### config.mk
export PLATFORM = sky130hd
export DESIGN_NAME = register_bank_param
export DESIGN_NICKNAME = d
export VERILOG_FILES = /design/src/rtl/register_bank_param.sv
export SDC_FILE = /design/constraint.sdc
export NUM_CORES = 2
export LEC_CHECK = 0
export ABC_CLOCK_PERIOD_IN_PS = 6440
export CORE_MARGIN = 3
export CORE_UTILIZATION = 60
export DETAILED_ROUTE_END_ITERATION = 8
export PLACE_DENSITY = 0.77
export SYNTH_ARGS = -nofsm -noshare
export SYNTH_HDL_FRONTEND = slang
export SYNTH_SLANG_ARGS = --single-unit
### constraint.sdc
create_clock -name clk -period 6.44 [get_ports clk]
set_input_delay 0.966 -clock clk [delete_from_list [all_inputs] [get_ports clk]]
set_output_delay 0.966 -clock clk [all_outputs]
set_load 0.005 [all_outputs]
### src/rtl/register_bank_param.sv
// Parametrised 2R/1W register file with a hardware clear sweep (one entry per cycle).
// Optional write-through forwarding when REGBANK_BYPASS_EN is defined.
module register_bank_param #(
  parameter int DATA_W   = 64,
  parameter int ADDR_W   = 5,
  parameter int ZERO_REG = 1
) (
  input  logic              clk,
  input  logic              rst,
  input  logic [ADDR_W-1:0] raddr1,
  input  logic [ADDR_W-1:0] raddr2,
  input  logic [ADDR_W-1:0] waddr,
  input  logic [DATA_W-1:0] wdata,
  input  logic              regwrite,
  input  logic              clear,
  output logic              busy,
  output logic [DATA_W-1:0] rdata1,
  output logic [DATA_W-1:0] rdata2
);
  localparam int DEPTH = 1 << ADDR_W;

  typedef enum logic {IDLE, CLEAR} state_t;

  state_t            state_q, state_d;
  logic [ADDR_W-1:0] clr_ptr_q, clr_ptr_d;
  logic              wr_en;
  logic [ADDR_W-1:0] wr_addr;
  logic [DATA_W-1:0] wr_data;
  logic              zero_waddr;
  logic [DATA_W-1:0] bank_q [DEPTH];

  assign zero_waddr = (ZERO_REG != 0) && (waddr == '0);
  assign busy       = (state_q == CLEAR);

  always_ff @(posedge clk or posedge rst) begin
    if (rst) begin
      state_q   <= CLEAR;
      clr_ptr_q <= '0;
    end else begin
      state_q   <= state_d;
      clr_ptr_q <= clr_ptr_d;
    end
  end

  // The sweep borrows the single write port, so user writes are simply lost while busy.
  always_comb begin
    state_d   = state_q;
    clr_ptr_d = clr_ptr_q;
    wr_en     = 1'b0;
    wr_addr   = waddr;
    wr_data   = wdata;
    case (state_q)
      CLEAR: begin
        wr_en     = 1'b1;
        wr_addr   = clr_ptr_q;
        wr_data   = '0;
        clr_ptr_d = clr_ptr_q + 1'b1;
        if (clr_ptr_q == '1) state_d = IDLE;
      end
      default: begin
        if (clear) begin
          state_d   = CLEAR;
          clr_ptr_d = '0;
        end else if (regwrite && !zero_waddr) begin
          wr_en = 1'b1;
        end
      end
    endcase
  end

  // Storage has no reset; the sweep makes it deterministic.
  always_ff @(posedge clk) begin
    if (wr_en) bank_q[wr_addr] <= wr_data;
  end

`ifdef REGBANK_BYPASS_EN
  logic fwd_ok;
  assign fwd_ok = (state_q == IDLE) && regwrite && !clear && !zero_waddr;
`endif

  function automatic logic [DATA_W-1:0] read_port(input logic [ADDR_W-1:0] ra);
    logic [DATA_W-1:0] r;
    r = bank_q[ra];
`ifdef REGBANK_BYPASS_EN
    if (fwd_ok && (ra == waddr)) r = wdata;
`endif
    if (busy || ((ZERO_REG != 0) && (ra == '0))) r = '0;
    return r;
  endfunction

  always_comb begin
    rdata1 = read_port(raddr1);
    rdata2 = read_port(raddr2);
  end
endmodule

# Word level (Yosys, flattened, before mapping)
# Memory sizes are Yosys's and may differ from the RTL's.
# Index checks and enable logic that the tools add are counted.
op_classes:
  eq_ne: 1
  addsub: 1
  n_mux: 14
  reduce_logical: 8
ops:
  columns: ["op", "count"]
  rows:
  - ["64-bit 2-to-1 mux", 3]
  - ["5-bit zero test", 3]
  - ["5-bit 2-to-1 mux", 3]
  - ["1-bit 2-to-1 mux", 8]
  - ["5-bit by 1-bit adder with 5-bit output, second input constant", 1]
  - ["5-bit equality test, second input constant", 1]
  - ["1-bit logical OR", 2]
  - ["2-bit nonzero test", 1]
  - ["1-bit logical AND", 1]
  - ["1-bit zero test", 1]
totals:
  ramBits: 2048
  ff_bits: 6
  word_cells: 27
  input_bits: 83
  memories: 1
  output_inout_bits: 129
mem_list:
  columns: ["memory", "depth", "width", "rd", "rd_ports_with_merged_regs", "write_ports", "line_no", "text"]
  rows:
  - ["bank_q", 32, 64, 2, 0, 1, "30", "logic [DATA_W-1:0] bank_q [DEPTH];"]

# Longest topological paths before layout
logic_depth:
  word_depth: 8
  ltp_mapped: 9
  ltp_nobuf: 5

# Worst setup path before layout
# No wires, ideal clock.
synth_path:
  path_type: "input-to-reg"
  start: "in waddr[0]"
  end: "mem bank_q[26][0] (enable)"
  path_slack_ns: 1.302
  path_buffers: 0
  stages: 4
  t_arrival_ns: 4.652
  path_cell_list: "or4b_2 o22ai_1 nand2_1 nor2_1"
synth_between:
  elab_chain_cells: 8
  elab_cells_between_ends: 9
synth_rtl:
  columns: ["element", "line_no", "text"]
  rows:
  - ["start: declaration", "12", "input logic [ADDR_W-1:0] waddr,"]
  - ["5-bit zero test", "32", "assign zero_waddr = (ZERO_REG != 0) && (waddr == '0);"]
  - ["1-bit zero test", "64", "end else if (regwrite && !zero_waddr) begin"]
  - ["1-bit logical AND", "64", null]
  - ["1-bit 2-to-1 mux", "64", null]
  - ["1-bit 2-to-1 mux", "61", "if (clear) begin"]
  - ["1-bit 2-to-1 mux", "52", "case (state_q)"]
  - ["1-bit 2-to-1 mux", "73", "if (wr_en) bank_q[wr_addr] <= wr_data;"]
  - ["1-bit 2-to-1 mux (implied by the code)", "73", null]
  - ["end: declaration", "30", null]
# Several ways; a longest one is shown, not always the timed one.

# Worst setup path after layout
layout_path:
  start: "reg state_q, in the netlist busy"
  end: "out rdata1[18]"
layout_between:
  elab_chain_cells: 2
layout_rtl:
  columns: ["element", "line_no", "text"]
  rows:
  - ["start: declaration", "24", "state_t state_q, state_d;"]
  - ["start signal: assignment", "40", "state_q <= state_d;"]
  - ["1-bit logical OR", "87", "if (busy || ((ZERO_REG != 0) && (ra == '0))) r = '0;"]
  - ["64-bit 2-to-1 mux", "87", null]
  - ["end: declaration", "17", "output logic [DATA_W-1:0] rdata1,"]
# No other way between the ends.

==> metrics.log <==
[metrics] Vert. Die Dim: 403 um
[metrics] Pre-antenna DRT Iters: 8
[metrics] least setup slack across all paths after layout: 1.01 ns
[metrics] utilization after layout: 0.683
[metrics] Synth Register Bits: 2054
[metrics] Slowest Stage Delay on Critical Path: 0.97 ns
[metrics] yosys synthesis warning count: 0
[metrics] gpl congestion: 0.823
[metrics] synthesized net count: 4496
[metrics] antenna violations before repair: 6
[metrics] share of async-settable or async-resettable flops after synthesis: 0.00292
[metrics] total internal power: 0.0257 W
[metrics] clock slew at reported path FFs: 0.06 ns
[metrics] Reg power frac: 0.497
[metrics] vias after detailed routing: 52300
[metrics] synthesis-to-layout area growth: 12.9%
[metrics] clock buffer depth: 3
[metrics] # port buffers: 211
[metrics] number of buffers added by the clock tree synthesis step: 204
[metrics] type of the worst min-delay path: input pin to asynchronous set/reset pin
[metrics] die area: 163000 um2
[metrics] Leakage Power: 34.9 nW
[metrics] number of hold buffers added after CTS: 0
[metrics] classification of the worst setup path: register to output pin
[metrics] routed wire length per instance: 37.7 um
[metrics] switching share of power: 0.266
[metrics] clock tree from TritonCTS: yes
[metrics] Top Family by Delay on Critical Path: buffers and inverters
[metrics] total detailed-routing wirelength: 261000 um
[metrics] Total Power Consumption: 0.0350 W
[metrics] number of global-route vias before repair: 53400
[metrics] DRC marker count from the first detailed-route iteration: 8216
[metrics] Cell Count, Final, Fillers Out: 6914
[metrics] top flip-flop cell by instance count after synthesis: sky130_fd_sc_hd__edfxtp_1
[metrics] worst-skew pair later-pin latency: 0.85 ns
[metrics] half-perimeter wire length after detailed placement: 142000 um
[metrics] count of cell types in the netlist: 46
[metrics] ordered list of cells on the worst path: clkinv_1 > nand3_4 > buf_4 > o22a_1 > nand2_1 > clkdlybuf4s50_1
[metrics] quantity of gates resized following cts: 0
[metrics] actual slew at the worst max-slew pin: 1.29 ns
[metrics] total congestion overflow: 0
[metrics] startpoint type of the worst setup path: register
[metrics] fill cell total of the finished layout: 9420
[metrics] Placed Cells incl. Taps: 6536
[metrics] worst path buffer plus inverter count: 3
[metrics] power density relative to cell area: 327 nW/um2
[metrics] required time reported for the critical path endpoint: 5.47 ns
[metrics] net load switching power: 0.00928 W
[metrics] period utilization: 0.843
[metrics] final-stage net count: 4769
[metrics] setup repair after global routing missed its margin: false
[metrics] Max Fanout on Critical Path: 31
[metrics] Setup TNS Final: 0 ns
[metrics] global-route wire length before repair: 377000 um
[metrics] Slew headroom: 0.138
[metrics] Residual DRC: 0
[metrics] EDFF count, synth: 2048
[metrics] Root Buffer: sky130_fd_sc_hd__clkbuf_16
[metrics] depth of the CTS H-tree: 4
[metrics] number of standard cells after synthesis: 4411
[metrics] Netlist Area Pre-Place: 94800 um2
[metrics] sort of element at the end of the critical path: output pin
[metrics] power share of the clock group: 0.338
[metrics] largest voltage drop on the vdd net: 0.000288 V
[metrics] Place WS: 1.29 ns
[metrics] time the worst path needs with I/O delays and setup: 5.43 ns
[metrics] GRT Total Usage: 0.325
[metrics] top-level port count: 212
[metrics] pin count of the biggest net entering global routing: 98
[metrics] setup violation total in the final timing report: 0
[metrics] Pins Over Slew Limit: 0
[metrics] slowest cell on the critical path: sky130_fd_sc_hd__dfstp_4
[metrics] total core area: 157000 um2
[metrics] Max Cap Viol: 0
[metrics] CTS sink cnt: 2054
[metrics] mean post-synth cell area: 21.5 um2
[metrics] arrival time at the worst endpoint: 4.46 ns
[metrics] combinational cell fraction of total power: 0.165
[metrics] post-CTS repair timing setup buffer count: 0
[metrics] result of the run: complete, no violations
[metrics] Starting Density: 0.605
[metrics] antenna viol nets, final: 0
[metrics] final worst clock skew: 0.0329 ns
[metrics] FP Rows: 145
[metrics] number of hold-slack violations in the final timing report: 0
[metrics] number of vias per cell after detailed routing: 7.57
[metrics] layout cells sized above 1: 0.328
[metrics] peak clock frequency supported by timing: 184 MHz
[metrics] DIE WIDTH: 403 um
[metrics] sequential-to-total area share from yosys stat: 0.650
==> placed cells by master, fill, tap and decap left out, drive strengths merged, types with 41 or more instances in the layout <==
master            n
buf             217
clkbuf          260
clkdlybuf4s50   203
clkinv           86
edfxtp         2048
mux2i           439
mux4           1018
nand2            57
nor2             41
nor2b            70
o221ai           83
o22a            119
==> cells by family after synthesis <==
kind of cell             count (synthesis)  share of synthesized area
adder cells (fa/ha/maj)                  2                   0.000264
AO/OA/AOI/OAI                          324                     0.0301
XOR/XNOR                                 1                  0.0000924
AND/OR/NAND/NOR                        207                     0.0113
buffers and inverters                  359                     0.0189
multiplexers                          1464                      0.289
flip-flops                            2054                      0.650
==> cells in the mapped netlist (2+ instances only) <==
cell type | instances | area share
sky130_fd_sc_hd__edfxtp_1 | 2048 | 0.65
sky130_fd_sc_hd__mux4_2 | 1018 | 0.24
sky130_fd_sc_hd__mux2i_1 | 439 | 0.046
sky130_fd_sc_hd__buf_2 | 164 | 0.0087
sky130_fd_sc_hd__o22a_1 | 119 | 0.011
sky130_fd_sc_hd__clkbuf_1 | 106 | 0.0042
sky130_fd_sc_hd__o221ai_1 | 83 | 0.0077
sky130_fd_sc_hd__nor2b_1 | 70 | 0.0046
sky130_fd_sc_hd__nand2_1 | 57 | 0.0023
sky130_fd_sc_hd__buf_4 | 44 | 0.0035
sky130_fd_sc_hd__nor2_1 | 41 | 0.0016
sky130_fd_sc_hd__a222oi_1 | 36 | 0.0038
sky130_fd_sc_hd__a32o_1 | 36 | 0.0038
sky130_fd_sc_hd__buf_1 | 29 | 0.0011
sky130_fd_sc_hd__a22oi_1 | 15 | 0.0012
sky130_fd_sc_hd__buf_6 | 10 | 0.0012
sky130_fd_sc_hd__nand3_1 | 8 | 0.00042
sky130_fd_sc_hd__o21ai_0 | 8 | 0.00042
sky130_fd_sc_hd__and3_1 | 7 | 0.00046
sky130_fd_sc_hd__mux2_2 | 7 | 0.00083
sky130_fd_sc_hd__o22ai_1 | 7 | 0.00046
sky130_fd_sc_hd__a31oi_1 | 5 | 0.00033
sky130_fd_sc_hd__dfrtp_1 | 5 | 0.0013
sky130_fd_sc_hd__inv_1 | 5 | 0.00020
sky130_fd_sc_hd__a21o_1 | 4 | 0.00032
sky130_fd_sc_hd__and2_1 | 4 | 0.00026
sky130_fd_sc_hd__nor3_1 | 4 | 0.00021
sky130_fd_sc_hd__o32ai_1 | 4 | 0.00037
sky130_fd_sc_hd__nand2b_1 | 3 | 0.00020
sky130_fd_sc_hd__a21boi_0 | 2 | 0.00016
sky130_fd_sc_hd__a21oi_1 | 2 | 0.00011
sky130_fd_sc_hd__and4b_1 | 2 | 0.00021
sky130_fd_sc_hd__ha_1 | 2 | 0.00026
sky130_fd_sc_hd__nor3b_1 | 2 | 0.00016
sky130_fd_sc_hd__nor3b_2 | 2 | 0.00026
sky130_fd_sc_hd__nor4bb_1 | 2 | 0.00021
sky130_fd_sc_hd__or3_1 | 2 | 0.00013
==> per-stage QoR <==
step	hold WS, ns	area [um2]
floorplan	0.527	94800
global placement	0.562	100000
detailed placement	0.605	100000
CTS	0.336	107000
global route	0.386	107000
finish	0.379	107000
==> final timing paths <==
kind                         startpoint        endpoint  slack (ns)  depth (start not counted)
setup reg to reg                   busy  bank_q[19][15]        1.98                          6
hold / removal                      rst    clr_ptr_q[4]        0.38                          2
min in group clk           clr_ptr_q[4]            busy        0.62                          2
setup / recovery                   busy      rdata1[18]        1.01                          6
max in group asynchronous           rst            busy        5.79                          2
hold reg to reg            clr_ptr_q[4]            busy        0.62                          2
==> worst register-to-register path, delay by kind of cell (launching register included) <==
kind            cells  cell delay, ns
flops               1            0.97
buf+inv             2            1.13
simple gates        3            1.84
compound gates      1            0.16
==> area by class of cell <==
class	count	area, um2	share of cell area
well taps	2058	2570	0.0241
clock inverters	115	1190	0.0111
inverters	6	22.5	0.000211
clock buffers	260	5410	0.0506
flip-flops and latches	2054	61700	0.576
diodes	3	7.51	0.0000702
multi-input cells	1998	31700	0.297
repair buffers	420	4400	0.0411
==> power by group through the flow <==
stage          Clock [W]  Combinational (W)  Sequential [W]
3_3_place_gp           0            0.00564          0.0175
4_1_cts           0.0119            0.00574          0.0174
2_1_floorplan          0            0.00330          0.0175
3_5_place_dp           0            0.00571          0.0176
5_1_grt           0.0124            0.00598          0.0175
6_report          0.0118            0.00577          0.0174
==> sequential cells by signal, summed over array words and instances (netlist names) <==
signal,count
bank_q,2048
busy,1
clr_ptr_q,5
==> routing by layer <==
layer / track usage / part of all wire / vias up
met5: 0 / 0 / -
met4: 0.127 / 0.043 / 0
met3: 0.0682 / 0.13 / 647
met2: 0.511 / 0.48 / 3970
met1: 0.456 / 0.35 / 27500
li1: - / - / 20200
Power figures use the tool's default switching activity.
